===== src/rtl/demux2_stream_pkg.sv =====
// Shared definitions for the 1-to-2 stream demultiplexer: FSM encoding and default widths.
package demux2_stream_pkg;

  localparam int DEF_WIDTH = 8;
  localparam int DEF_CNT_W = 8;

  typedef enum logic [1:0] {
    IDLE   = 2'd0,
    ROUTE0 = 2'd1,
    ROUTE1 = 2'd2
  } state_e;

endpackage


===== src/rtl/demux2_stream_if.sv =====
// Bundles the input channel and both output channels of demux2_stream.
// The master side is the environment (producer and consumers); the slave side is the demux.
interface demux2_stream_if #(
  parameter int WIDTH = 8
);
  logic [WIDTH-1:0] in_data;
  logic             in_sel;
  logic             in_last;
  logic             in_valid;
  logic             in_ready;

  logic [WIDTH-1:0] out0_data;
  logic             out0_last;
  logic             out0_valid;
  logic             out0_ready;

  logic [WIDTH-1:0] out1_data;
  logic             out1_last;
  logic             out1_valid;
  logic             out1_ready;

  modport master (
    output in_data, in_sel, in_last, in_valid,
    input  in_ready,
    input  out0_data, out0_last, out0_valid,
    output out0_ready,
    input  out1_data, out1_last, out1_valid,
    output out1_ready
  );

  modport slave (
    input  in_data, in_sel, in_last, in_valid,
    output in_ready,
    output out0_data, out0_last, out0_valid,
    input  out0_ready,
    output out1_data, out1_last, out1_valid,
    input  out1_ready
  );
endinterface


===== src/rtl/demux2_stream_slot.sv =====
// One-entry output register stage: a load writes data/last and sets valid,
// a consumer handshake clears valid unless a load arrives in the same cycle.
module stream_slot
  import demux2_stream_pkg::*;
#(
  parameter int WIDTH = DEF_WIDTH
) (
  input  logic             clk,
  input  logic             reset,
  input  logic             load_i,
  input  logic [WIDTH-1:0] data_i,
  input  logic             last_i,
  input  logic             ready_i,
  output logic             valid_o,
  output logic [WIDTH-1:0] data_o,
  output logic             last_o
);

  logic             valid_q, valid_d;
  logic             last_q, last_d;
  logic [WIDTH-1:0] data_q, data_d;

  always_comb begin
    valid_d = valid_q;
    last_d  = last_q;
    data_d  = data_q;
    if (load_i) begin
      valid_d = 1'b1;
      last_d  = last_i;
      data_d  = data_i;
    end else if (valid_q && ready_i) begin
      valid_d = 1'b0;
    end
  end

  always_ff @(posedge clk) begin
    if (reset) begin
      valid_q <= 1'b0;
      last_q  <= 1'b0;
      data_q  <= '0;
    end else begin
      valid_q <= valid_d;
      last_q  <= last_d;
      data_q  <= data_d;
    end
  end

  assign valid_o = valid_q;
  assign data_o  = data_q;
  assign last_o  = last_q;

endmodule


===== src/rtl/demux2_stream.sv =====
// Streaming 1-to-2 demultiplexer: the first beat's select locks the destination for
// the whole packet; each output is a registered slot with a completed-packet counter.
module demux2_stream
  import demux2_stream_pkg::*;
#(
  parameter int WIDTH = DEF_WIDTH,
  parameter int CNT_W = DEF_CNT_W
) (
  input  logic                 clk,
  input  logic                 reset,
  demux2_stream_if.slave       bus,
  output logic [CNT_W-1:0]     pkt_cnt0,
  output logic [CNT_W-1:0]     pkt_cnt1
);

  state_e           state_q, state_d;
  logic             dest_sel;
  logic             in_ready;
  logic             xfer;
  logic             load0, load1;
  logic             out0_valid, out1_valid, out0_last, out1_last;
  logic [WIDTH-1:0] out0_data, out1_data;
  logic [CNT_W-1:0] cnt0_q, cnt0_d, cnt1_q, cnt1_d;

  always_ff @(posedge clk) begin
    if (reset) state_q <= IDLE;
    else       state_q <= state_d;
  end

  always_comb begin
    state_d = state_q;
    if (xfer) begin
      if (bus.in_last)   state_d = IDLE;
      else if (dest_sel) state_d = ROUTE1;
      else               state_d = ROUTE0;
    end
  end

  // Select is only honoured in IDLE; once locked, the packet follows the state.
  always_comb begin
    dest_sel = 1'b0;
    case (state_q)
      ROUTE0:  dest_sel = 1'b0;
      ROUTE1:  dest_sel = 1'b1;
      default: dest_sel = bus.in_sel;
    endcase
    in_ready = dest_sel ? (!out1_valid || bus.out1_ready)
                        : (!out0_valid || bus.out0_ready);
    xfer  = bus.in_valid && in_ready;
    load0 = xfer && !dest_sel;
    load1 = xfer && dest_sel;
  end

  stream_slot #(.WIDTH(WIDTH)) u_slot0 (
    .clk     (clk),
    .reset   (reset),
    .load_i  (load0),
    .data_i  (bus.in_data),
    .last_i  (bus.in_last),
    .ready_i (bus.out0_ready),
    .valid_o (out0_valid),
    .data_o  (out0_data),
    .last_o  (out0_last)
  );

  stream_slot #(.WIDTH(WIDTH)) u_slot1 (
    .clk     (clk),
    .reset   (reset),
    .load_i  (load1),
    .data_i  (bus.in_data),
    .last_i  (bus.in_last),
    .ready_i (bus.out1_ready),
    .valid_o (out1_valid),
    .data_o  (out1_data),
    .last_o  (out1_last)
  );

  always_comb begin
    cnt0_d = cnt0_q;
    cnt1_d = cnt1_q;
    if (out0_valid && bus.out0_ready && out0_last) cnt0_d = cnt0_q + CNT_W'(1);
    if (out1_valid && bus.out1_ready && out1_last) cnt1_d = cnt1_q + CNT_W'(1);
  end

  always_ff @(posedge clk) begin
    if (reset) begin
      cnt0_q <= '0;
      cnt1_q <= '0;
    end else begin
      cnt0_q <= cnt0_d;
      cnt1_q <= cnt1_d;
    end
  end

  assign bus.in_ready   = in_ready;
  assign bus.out0_valid = out0_valid;
  assign bus.out0_data  = out0_data;
  assign bus.out0_last  = out0_last;
  assign bus.out1_valid = out1_valid;
  assign bus.out1_data  = out1_data;
  assign bus.out1_last  = out1_last;
  assign pkt_cnt0       = cnt0_q;
  assign pkt_cnt1       = cnt1_q;

endmodule


===== src/flat_wrapper.sv =====
// flat-port wrapper written by rule: the top's interface ports become plain ports
module demux2_stream_flat import demux2_stream_pkg::*;
#(
  parameter int WIDTH = DEF_WIDTH,
  parameter int CNT_W = DEF_CNT_W
)
  (clk, reset, pkt_cnt0, pkt_cnt1, bus_in_data, bus_in_sel, bus_in_last, bus_in_valid, bus_in_ready, bus_out0_data, bus_out0_last, bus_out0_valid, bus_out0_ready, bus_out1_data, bus_out1_last, bus_out1_valid, bus_out1_ready);
  demux2_stream_if #(.WIDTH(WIDTH)) bus_i ();
  input  logic clk;
  input  logic reset;
  output logic [CNT_W-1:0] pkt_cnt0;
  output logic [CNT_W-1:0] pkt_cnt1;
  input wire logic [$bits(bus_i.in_data)-1:0] bus_in_data;
  input wire logic [$bits(bus_i.in_sel)-1:0] bus_in_sel;
  input wire logic [$bits(bus_i.in_last)-1:0] bus_in_last;
  input wire logic [$bits(bus_i.in_valid)-1:0] bus_in_valid;
  output wire logic [$bits(bus_i.in_ready)-1:0] bus_in_ready;
  output wire logic [$bits(bus_i.out0_data)-1:0] bus_out0_data;
  output wire logic [$bits(bus_i.out0_last)-1:0] bus_out0_last;
  output wire logic [$bits(bus_i.out0_valid)-1:0] bus_out0_valid;
  input wire logic [$bits(bus_i.out0_ready)-1:0] bus_out0_ready;
  output wire logic [$bits(bus_i.out1_data)-1:0] bus_out1_data;
  output wire logic [$bits(bus_i.out1_last)-1:0] bus_out1_last;
  output wire logic [$bits(bus_i.out1_valid)-1:0] bus_out1_valid;
  input wire logic [$bits(bus_i.out1_ready)-1:0] bus_out1_ready;
  assign bus_i.in_data = bus_in_data;
  assign bus_i.in_sel = bus_in_sel;
  assign bus_i.in_last = bus_in_last;
  assign bus_i.in_valid = bus_in_valid;
  assign bus_in_ready = bus_i.in_ready;
  assign bus_out0_data = bus_i.out0_data;
  assign bus_out0_last = bus_i.out0_last;
  assign bus_out0_valid = bus_i.out0_valid;
  assign bus_i.out0_ready = bus_out0_ready;
  assign bus_out1_data = bus_i.out1_data;
  assign bus_out1_last = bus_i.out1_last;
  assign bus_out1_valid = bus_i.out1_valid;
  assign bus_i.out1_ready = bus_out1_ready;
  demux2_stream #(.WIDTH(WIDTH), .CNT_W(CNT_W)) u_core (.clk(clk), .reset(reset), .bus(bus_i), .pkt_cnt0(pkt_cnt0), .pkt_cnt1(pkt_cnt1));
endmodule

===== config.mk =====
export PLATFORM = sky130hd
export DESIGN_NAME = demux2_stream_flat
export DESIGN_NICKNAME = d
export VERILOG_FILES = /design/src/rtl/demux2_stream_pkg.sv /design/src/rtl/demux2_stream_if.sv /design/src/rtl/demux2_stream_slot.sv /design/src/rtl/demux2_stream.sv /design/src/flat_wrapper.sv
export SDC_FILE = /design/constraint.sdc
export NUM_CORES = 1
export LEC_CHECK = 0
export ABC_AREA = 0
export CELL_PAD_IN_SITES_DETAIL_PLACEMENT = 0
export CELL_PAD_IN_SITES_GLOBAL_PLACEMENT = 1
export CORE_UTILIZATION = 34
export CTS_CLUSTER_SIZE = 28
export DETAILED_ROUTE_END_ITERATION = 8
export HOLD_SLACK_MARGIN = 0.02
export PLACE_DENSITY = 0.8
export SYNTH_ARGS = -nofsm -noshare
export SYNTH_HDL_FRONTEND = slang
export SYNTH_SLANG_ARGS = --single-unit

===== constraint.sdc =====
create_clock -name clk -period 2.2 [get_ports clk]
set_input_delay 0.55 -clock clk [delete_from_list [all_inputs] [get_ports clk]]
set_output_delay 0.55 -clock clk [all_outputs]
set_load 0.005 [all_outputs]

==> reports/metrics.cfg, run 1 <==
[outcome]
outcome = finished clean

[logic_synthesis]
synth_flop_cell = dfxtp_1
synth_area_leaders = dfxtp_1 (45%), mux2i_1 (12%), nand2b_1 (10%)
yosys_warnings = 0
yosysSeqAreaShare_pct = 44.9
syn_inst = 171
synth_seq_cells = 38
syn-cell-area_mm2 = 0.00170
yosys.area.top_type = dfxtp_1
synth.distinct_cells = 26
synth_commonest_cells = dfxtp_1 (38), nand2b_1 (27), mux2i_1 (21)
async_reset_ff_share_pct = 0
synth-edff-count = 0
synth_most_common_cell = dfxtp_1
syn_avg_cell_area_um2 = 9.91
synth.top_cell.area_share_pct = 44.9
syn_nets = 189

[cts]
cts_tree = yes
numCtsBuffers = 5
cts_setup_buffers = 0
cts.sinks = 38
clk_transition_reported_paths_ns = 0.07
htree_levels = 2
holdBufCountCts = 0
cts-root-buf = clkbuf_8
clock_latency_ns = 0.29
cts_buffer_depth = 2

[timing]
period_share_pct = 96.0
min_period_ns = 2.11
rsz0062_at_grt = no
fin_tns_setup_ns = 0
holdWs_ns = 0.475
fmax_ghz = 0.473
finalSetupViolCount = 0
tightestPinTransition_ns = 0.392
slew_violations = 0
finalHoldViolCount = 0
maxSlewHeadroom_pct = 73.9
skew_ns = 0.00487

[worst_hold_path]
hold_class = flop to flop
min_path_cells = 2

[job]
max_cap_viol_count = 0

[detailed_routing]
drc = 0
wl_um = 3630
ant_nets = 0
wire_per_inst_um = 12.1
vias = 1415
vias_per_cell = 4.73
drt_first_iter_violations = 58
drt_first_pass_iters = 4

[critical_path]
reg2reg_setup_slack_ns = 0.52
crit_fanout = 2
critical_path_class = input port to primary output
path_common_cell = nand2_1
endpoint_kind = primary output
arrival_ns = 1.56
critPathMaxStageDelay_ns = 0.42
critPathRequiredTime_ns = 1.65
cp-start-kind = input port
reg2reg_from = u_core.state_q[0]
setup.worst_path.start = bus_in_sel
crit_chain = clkdlybuf4s50_1 > mux2_4 > nand2_1 > nand2_1 > clkdlybuf4s15_1
slowest_stage = clkdlybuf4s50_1
reg2regPathDepth = 6
worst_r2r_endpoint = u_core.u_slot0.data_o[6]
crit_end = bus_in_ready

[power_and_ir_drop]
leakagePower_nw = 0.947
vdd_drop_max_mv = 0.297
finalPower_mw = 1.53
p_per_area_mw_per_mm2 = 624

[global_route]
grt_max_degree = 16
grt-ovfl-total = 0
first_global_vias = 1389
antenna_found_initial = 0
track_usage_pct = 15.2
grt_pass1_wl_um = 6150

[floorplan]
die-area_mm2 = 0.00527
die_x_um = 72.6
rows = 25
ios = 52
core_area_mm2 = 0.00475
die_h_um = 72.6
initial_core_util_pct = 35.7

[placed_design]
port_buffers = 51
hpwl_um = 2650
place_congestion = 0.732
place_inst = 291

[layout]
syn2layout_area_growth_pct = 44.6
final_util_pct = 51.6
final_cells = 299
diodes = 0
final_layout_size_suffix_gt1_share_pct = 12.9
nNetsFinal = 249

## logic make-up (layout without fill, tap and decap cells)
logic type / after synthesis / in the layout / synth area share [%]
AOI/OAI and AO/OA: 24 / 24 / 9.00
xor gates and xnor gates: 4 / 4 / 2.07
adders and majority gates: 3 / 3 / 2.21
buffers and inverters: 9 / 70 / 2.51
DFF: 38 / 38 / 44.9
muxes: 22 / 22 / 13.3
and+or+nand+nor: 71 / 71 / 26.1
## flip-flops by register name, summed over array words and instances, names as in the netlist
register                flops
u_core.pkt_cnt1             8
u_core.state_q              2
u_core.u_slot0.valid_o      1
u_core.u_slot1.valid_o      1
u_core.u_slot0.data_o       8
u_core.pkt_cnt0             8
u_core.u_slot0.last_o       1
u_core.u_slot1.data_o       8
u_core.u_slot1.last_o       1
## power breakdown
| group | switching, mW | internal (mW) |
|---|---|---|
| clock network | 0.257 | 0.334 |
| logic | 0.0777 | 0.125 |
| registers | 0.0216 | 0.715 |
| total | 0.356 | 1.17 |
## final cells by class
| cell class | instances | area, um^2 |
|---|---|---|
| inverters | 2 | 7.51 |
| fillers | 452 | 2300 |
| clock inverters | 3 | 40.0 |
| repair buffers | 60 | 578 |
| flip-flops and latches | 38 | 762 |
| multi-input cells | 124 | 912 |
| well taps | 67 | 83.8 |
| clock buffers | 5 | 68.8 |
## worst max-delay path: cells and delay by family
kind,cells,cell delay (ns)
buffers and inverters,2,0.63
muxes,1,0.27
and+or+nand+nor,2,0.11
## timing repair
action,in CTS,in global routing
gates resized for setup,3,3
cloned,0,0
endpoints found under the setup margin,1,1
## worst min-delay path by stage
stage | from | endpoint | slack (ns)
3_3_place_gp | u_core.pkt_cnt1[7] | u_core.pkt_cnt1[7] | 0.46
2_1_floorplan | u_core.state_q[1] | u_core.state_q[1] | 0.46
3_5_place_dp | u_core.u_slot0.data_o[3] | u_core.u_slot0.data_o[3] | 0.46
6_report | u_core.u_slot1.data_o[0] | u_core.u_slot1.data_o[0] | 0.48
5_1_grt | u_core.u_slot0.data_o[3] | u_core.u_slot0.data_o[3] | 0.50
4_1_cts | u_core.u_slot1.data_o[0] | u_core.u_slot1.data_o[0] | 0.48
## cell usage in the layout (no fill, tap or decap)
cell type        count
xor2_1               4
dfxtp_1             37
o31ai_1              4
nor2_1               6
nand2b_1            26
and3_4               1
clkdlybuf4s15_1      1
or3_1                3
clkdlybuf4s50_1     50
nand2_1             11
inv_2                1
nand4_1              4
nand4_4              2
nor3b_1              1
ha_4                 1
mux2i_1             21
bufinv_16            1
o21ai_0              6
nand3_1              6
dfxtp_2              1
clkinv_2             2
o41ai_2              2
and3_1               1
or4_1                4
buf_4                9
mux2_4               1
or3_2                3
or2b_1               2
ha_1                 2
nand2b_4             1
inv_1                1
clkbuf_8             5
a21oi_1             12
## per-stage QoR
| stage | instance area (um^2) | setup WS [ns] |
|---|---|---|
| after CTS | 2450 | 0.00700 |
| after global routing | 2450 | 0.0218 |
| final | 2450 | 0.0873 |
| after detailed placement | 2320 | -0.230 |
| after global placement | 2320 | -0.236 |
| after floorplan | 1700 | 0.556 |
## routing by layer
| layer | wire (um) | vias up | global-route usage (%) |
|---|---|---|---|
| met4 | 48 | 0 | 7.19 |
| met3 | 297 | 5 | 5.39 |
| met5 | 0 | - | 0 |
| li1 | - | 725 | - |
| met2 | 1610 | 43 | 23.6 |
| met1 | 1680 | 642 | 18.8 |
(Power assumes the default switching activity.)
==> inputs of run 2 (changes only) <==
--- a/config.mk
+++ b/config.mk
@@ -6,6 +6,7 @@
 export NUM_CORES = 1
 export LEC_CHECK = 0
 export ABC_AREA = 0
+export CAP_MARGIN = 20
 export CELL_PAD_IN_SITES_DETAIL_PLACEMENT = 0
 export CELL_PAD_IN_SITES_GLOBAL_PLACEMENT = 1
 export CORE_UTILIZATION = 34
==> results of run 2 <==
Final layout, timing and power as in run 1 (identical DEF).
